<file path="src/rtl/cci_mpf_prim_byteena_wr_coalesce.sv">
// Coalesces byte-enabled writes to one address into a single RAM port-0 write; optional stats via CCI_MPF_WR_COALESCE_STATS_EN.
// Latency: combinational pass-through on emit, held up to MAX_HOLD_CYCLES plus port-unavailable cycles.
// Backpressure: in_rdy drops only when a different address must wait for ram_port_avail.
module cci_mpf_prim_byteena_wr_coalesce #(
  parameter int N_ENTRIES       = 32,
  parameter int N_DATA_BITS     = 64,
  parameter int N_BYTE_BITS     = 8,
  parameter int MAX_HOLD_CYCLES = 4,
  localparam int AW = $clog2(N_ENTRIES),
  localparam int NB = N_DATA_BITS / N_BYTE_BITS
) (
  input  logic                   clk,
  input  logic                   reset,
  input  logic                   in_valid,
  output logic                   in_rdy,
  input  logic [AW-1:0]          in_addr,
  input  logic [NB-1:0]          in_byteena,
  input  logic [N_DATA_BITS-1:0] in_wdata,
  input  logic                   flush,
  input  logic                   ram_port_avail,
  output logic                   ram_wen,
  output logic [AW-1:0]          ram_addr,
  output logic [NB-1:0]          ram_byteena,
  output logic [N_DATA_BITS-1:0] ram_wdata,
`ifdef CCI_MPF_WR_COALESCE_STATS_EN
  output logic [31:0]            stat_ram_writes,
  output logic [31:0]            stat_merges,
`endif
  output logic                   idle
);

  localparam int AGEW = $clog2(MAX_HOLD_CYCLES + 1);
  localparam logic [AGEW-1:0] AGE_MAX = AGEW'(MAX_HOLD_CYCLES);

  if (MAX_HOLD_CYCLES < 1) begin : g_bad_hold
    $fatal(1, "MAX_HOLD_CYCLES must be >= 1");
  end

  logic                   hold_valid;
  logic [AW-1:0]          hold_addr;
  logic [NB-1:0]          hold_be;
  logic [N_DATA_BITS-1:0] hold_data;
  logic [AGEW-1:0]        age;

  logic                   match;
  logic                   accept;
  logic                   aged;
  logic                   emit;
  logic [NB-1:0]          merged_be;
  logic [N_DATA_BITS-1:0] merged_data;

  assign match  = hold_valid && (in_addr == hold_addr);
  assign in_rdy = !reset && (!hold_valid || match || ram_port_avail);
  assign accept = in_valid && in_rdy;
  assign aged   = (age == AGE_MAX);
  assign emit   = hold_valid && ram_port_avail && (flush || aged || (accept && !match));

  always_comb begin
    merged_data = hold_data;
    for (int b = 0; b < NB; b++) begin
      if (in_byteena[b])
        merged_data[b*N_BYTE_BITS +: N_BYTE_BITS] = in_wdata[b*N_BYTE_BITS +: N_BYTE_BITS];
    end
  end
  assign merged_be = hold_be | in_byteena;

  // A same-address write arriving on the emit cycle rides along in that write.
  assign ram_wen     = emit;
  assign ram_addr    = hold_addr;
  assign ram_byteena = (accept && match) ? merged_be : hold_be;
  assign ram_wdata   = (accept && match) ? merged_data : hold_data;
  assign idle        = !hold_valid;

  always_ff @(posedge clk or posedge reset) begin
    if (reset) begin
      hold_valid <= 1'b0;
      hold_addr  <= '0;
      hold_be    <= '0;
      hold_data  <= '0;
      age        <= '0;
    end else if (emit) begin
      age <= '0;
      if (accept && !match) begin
        hold_valid <= 1'b1;
        hold_addr  <= in_addr;
        hold_be    <= in_byteena;
        hold_data  <= in_wdata;
      end else begin
        hold_valid <= 1'b0;
        hold_addr  <= '0;
        hold_be    <= '0;
        hold_data  <= '0;
      end
    end else if (accept && !hold_valid) begin
      hold_valid <= 1'b1;
      hold_addr  <= in_addr;
      hold_be    <= in_byteena;
      hold_data  <= in_wdata;
      age        <= '0;
    end else begin
      // Merging does not restart the age, so the first write's latency stays bounded.
      if (accept) begin
        hold_be   <= merged_be;
        hold_data <= merged_data;
      end
      if (hold_valid && !aged)
        age <= age + AGEW'(1);
    end
  end

`ifdef CCI_MPF_WR_COALESCE_STATS_EN
  always_ff @(posedge clk or posedge reset) begin
    if (reset) begin
      stat_ram_writes <= '0;
      stat_merges     <= '0;
    end else begin
      if (emit && (stat_ram_writes != 32'hFFFF_FFFF))
        stat_ram_writes <= stat_ram_writes + 32'd1;
      if (accept && match && (stat_merges != 32'hFFFF_FFFF))
        stat_merges <= stat_merges + 32'd1;
    end
  end
`endif

endmodule

</file>
<file path="config.mk">
export PLATFORM = sky130hd
export DESIGN_NAME = cci_mpf_prim_byteena_wr_coalesce
export DESIGN_NICKNAME = d
export VERILOG_FILES = /design/src/rtl/cci_mpf_prim_byteena_wr_coalesce.sv
export SDC_FILE = /design/constraint.sdc
export NUM_CORES = 1
export LEC_CHECK = 0
export CAP_MARGIN = 25
export CORE_MARGIN = 2
export CORE_UTILIZATION = 55
export CTS_BUF_LIST = sky130_fd_sc_hd__clkbuf_16
export CTS_CLUSTER_SIZE = 28
export DETAILED_ROUTE_END_ITERATION = 8
export GPL_TIMING_DRIVEN = 0
export PLACE_DENSITY = 0.87
export SLEW_MARGIN = 30
export SYNTH_ARGS = -nofsm -noshare
export SYNTH_HDL_FRONTEND = slang
export SYNTH_SLANG_ARGS = --single-unit
</file>
<file path="constraint.sdc">
create_clock -name clk -period 5.6 [get_ports clk]
set_input_delay 0.56 -clock clk [delete_from_list [all_inputs] [get_ports clk]]
set_output_delay 0.56 -clock clk [all_outputs]
set_load 0.01 [all_outputs]
</file>
==> results.cfg <==
[run_status]
status = complete, but fails checks
violations = DRC

[setup_path]
timing.rr.start = age[0]
path_cells = clkdlybuf4s50_1, nand2b_1, buf_2, nor4_4, buf_6, nand2_2, mux2_2, clkdlybuf4s50_1
required_ns = 5.04
end_kind = output pin
cpMostUsedCell = clkdlybuf4s50_1
path_class = input pin to output pin
arrival_ns = 3.39
worst_setup_path_start_kind = input pin
critPathLaunch = reset
critPathSlowestCell = clkdlybuf4s50_1
path_max_fanout = 10
cpPeakStageDelay_ns = 0.58

[cts]
postCtsSetupRepairBufs = 0
cts_resized = 0
cts_buffers = 9
root_buffer = clkbuf_16
cts_tree = built
worstSkewPairLatency_ns = 0.34
hold_buffers = 0
cts_sinks = 81
path_clk_slew_ns = 0.06
clockBufferDepth = 2
cts_max_level = 3

[run]
max_cap_violations = 0

[cells_and_area]
final_common_cell = clkdlybuf4s50_1
diodes = 0
final_util_pct = 74.0
layout-drive-gt1-share_pct = 15.3
syn_to_final_growth_pct = 31.5
n_fill_cell = 879
mostFrequentLayoutCells = clkdlybuf4s50_1 (161), nand2_1 (105), mux2_2 (101)
layout.area.seq_sq_mm = 0.00203
layout.nets = 1022
multi_input_area_sq_mm = 0.00442

[sta]
setup_violations = 0
worst_pin_slew_ns = 0.764
rsz0062_at_grt = no
fin_crit_sh_pct = 70.5
max_freq_mhz = 253
setup_tns_ns = 0
hold_viol = 0
slew_viol_final = 0
slew_headroom_pct = 49.0
fin_skew_ns = 0.00522
min_period_ns = 3.95

[floorplan]
io_pins = 162
num_rows = 40
chipHeight_um = 115
dieWidth_um = 115
core-area_sq_mm = 0.0120
dieArea_sq_mm = 0.0131
start_util_pct = 56.3

[synth]
synthCells = 764
yosysTopAreaCell = dfrtp_1
yosys.area.top_type_share_pct = 30.1
syn_area_sq_mm = 0.00673
syn-num-nets = 848
synthTopCellsByArea = dfrtp_1 (30%), mux2_2 (17%), nand2_1 (5.9%), a222oi_1 (5.2%), a32o_1 (5.2%)
synth_cell_types = 40
synth_flop_cell = dfrtp_1
yosysWarnings = 0
synthArstFlopShare_pct = 100
yosysSeqAreaShare_pct = 30.1
ys_ff_latch = 81
synth_edf_count = 0
synth.avg_cell_area_sq_um = 8.81

[hold_path]
min-delay-start = hold_be[0]
hold_path.class = flip-flop to flip-flop

[global_route]
grt_overflow = 0
antenna_found_initial = 0
grt_max_degree = 48
grtUsageTotal_pct = 31.4
grt_pass1_vias = 6603
grt_pass1_wl_mm = 33.3

[power]
switching_share_pct = 38.1
irDropWorstVdd_mv = 0.224
power.density_mw_per_mm2 = 388
pwr-share-comb_pct = 52.4
leakage_uw = 0.00381
power_switching_uw = 1310
clockPowerShare_pct = 16.7
p_int_uw = 2130
p_seq_share_pct = 30.9

[route]
routed_wl_mm = 20.9
first_pass_iters = 9
antenna_left = 0
viasPerCell = 6.70
routedWlPerCell_um = 19.2
drt_iter0_drc = 1073
vias = 7301
drc_errors = 5

[placement]
place_hpwl_mm = 14.4
port_buffers = 161
gp_congestion = 0.895
==> cells by family (layout without fill, tap and decap cells) <==
family,count (synthesis),after routing,share of synthesized area [%]
AOI/OAI and AO/OA,252,252,29.0
xor gates and xnor gates,6,6,0.781
adders and majority gates,2,2,0.372
buffers and inverters,71,249,4.22
DFF,81,81,30.1
muxes,128,128,20.9
and+or+nand+nor,224,224,14.6
==> critical path, delay by kind of cell <==
kind,cells,cell delay (ns)
buf+inv,4,1.56
mux,1,0.32
simple gates,3,0.92
==> through the flow <==
step / instances / hold WS, ns / cell area (sq um) / power, uW / setup slack [ns]
2_1_floorplan: 764 / 0.457 / 6730 / 2070 / 2.96
3_3_place_gp: 1072 / 0.471 / 8520 / 2790 / 1.34
3_5_place_dp: 1073 / 0.472 / 8560 / 2830 / 1.38
4_1_cts: 1088 / 0.490 / 8840 / 3410 / 1.36
5_1_grt: 1089 / 0.512 / 8850 / 3640 / 1.61
6_report: 1089 / 0.488 / 8850 / 3430 / 1.65
==> state kept, by name (all words and copies together) (netlist names) <==
| name | flops |
|---|---|
| hold_valid | 1 |
| hold_data | 64 |
| ram_addr | 5 |
| age | 3 |
| hold_be | 8 |
==> power groups by stage <==
| stage | combinational (uW) | clock, uW | sequential [uW] |
|---|---|---|---|
| final | 1800 | 573 | 1060 |
| after detailed placement | 1770 | 0 | 1060 |
| after global placement | 1740 | 0 | 1050 |
| after global routing | 1940 | 601 | 1090 |
| after floorplan | 1080 | 0 | 988 |
| after CTS | 1790 | 576 | 1050 |
==> synthesized netlist by cell type, drive strengths merged, types with 3 or more instances <==
| cell | count |
|---|---|
| mux2i | 27 |
| a21oi | 42 |
| a222oi | 35 |
| or2 | 4 |
| inv | 5 |
| a32o | 35 |
| clkbuf | 40 |
| a21o | 35 |
| o311a | 3 |
| buf | 22 |
| o41ai | 35 |
| o21ai | 33 |
| mux2 | 101 |
| o21a | 27 |
| dfrtp | 81 |
| nand3 | 35 |
| nor2 | 54 |
| nand2 | 113 |
| clkinv | 4 |
| nand2b | 12 |
| xnor2 | 6 |
==> area by class of cell <==
cell class,instances,share of cell area (%)
multi-input cells,612,50.0
flip-flops and latches,81,22.9
repair buffers,163,18.7
plain buffers,62,2.83
clock buffers,9,2.55
well taps,147,2.08
clock inverters,6,0.566
inverters,9,0.438
==> metal layers <==
layer / global-route usage [%] / routed length (um) / vias to the layer above
li1: - / - / 3301
met1: 44.4 / 8530 / 3477
met2: 49.0 / 9750 / 480
met3: 5.66 / 2200 / 43
met4: 9.67 / 464 / 0
met5: 0 / 0 / -
==> final timing paths <==
| check | cells after the start | end | slack (ns) |
|---|---|---|---|
| min in group asynchronous | 2 | hold_data[1] | 0.77 |
| worst min register to register | 1 | hold_be[0] | 0.49 |
| worst max register to register | 11 | hold_data[24] | 2.68 |
| worst min-delay path | 1 | hold_be[0] | 0.49 |
| worst max-delay path | 8 | ram_wdata[10] | 1.65 |
| max in group asynchronous | 3 | hold_data[27] | 4.28 |
(Power assumes the default switching activity.)
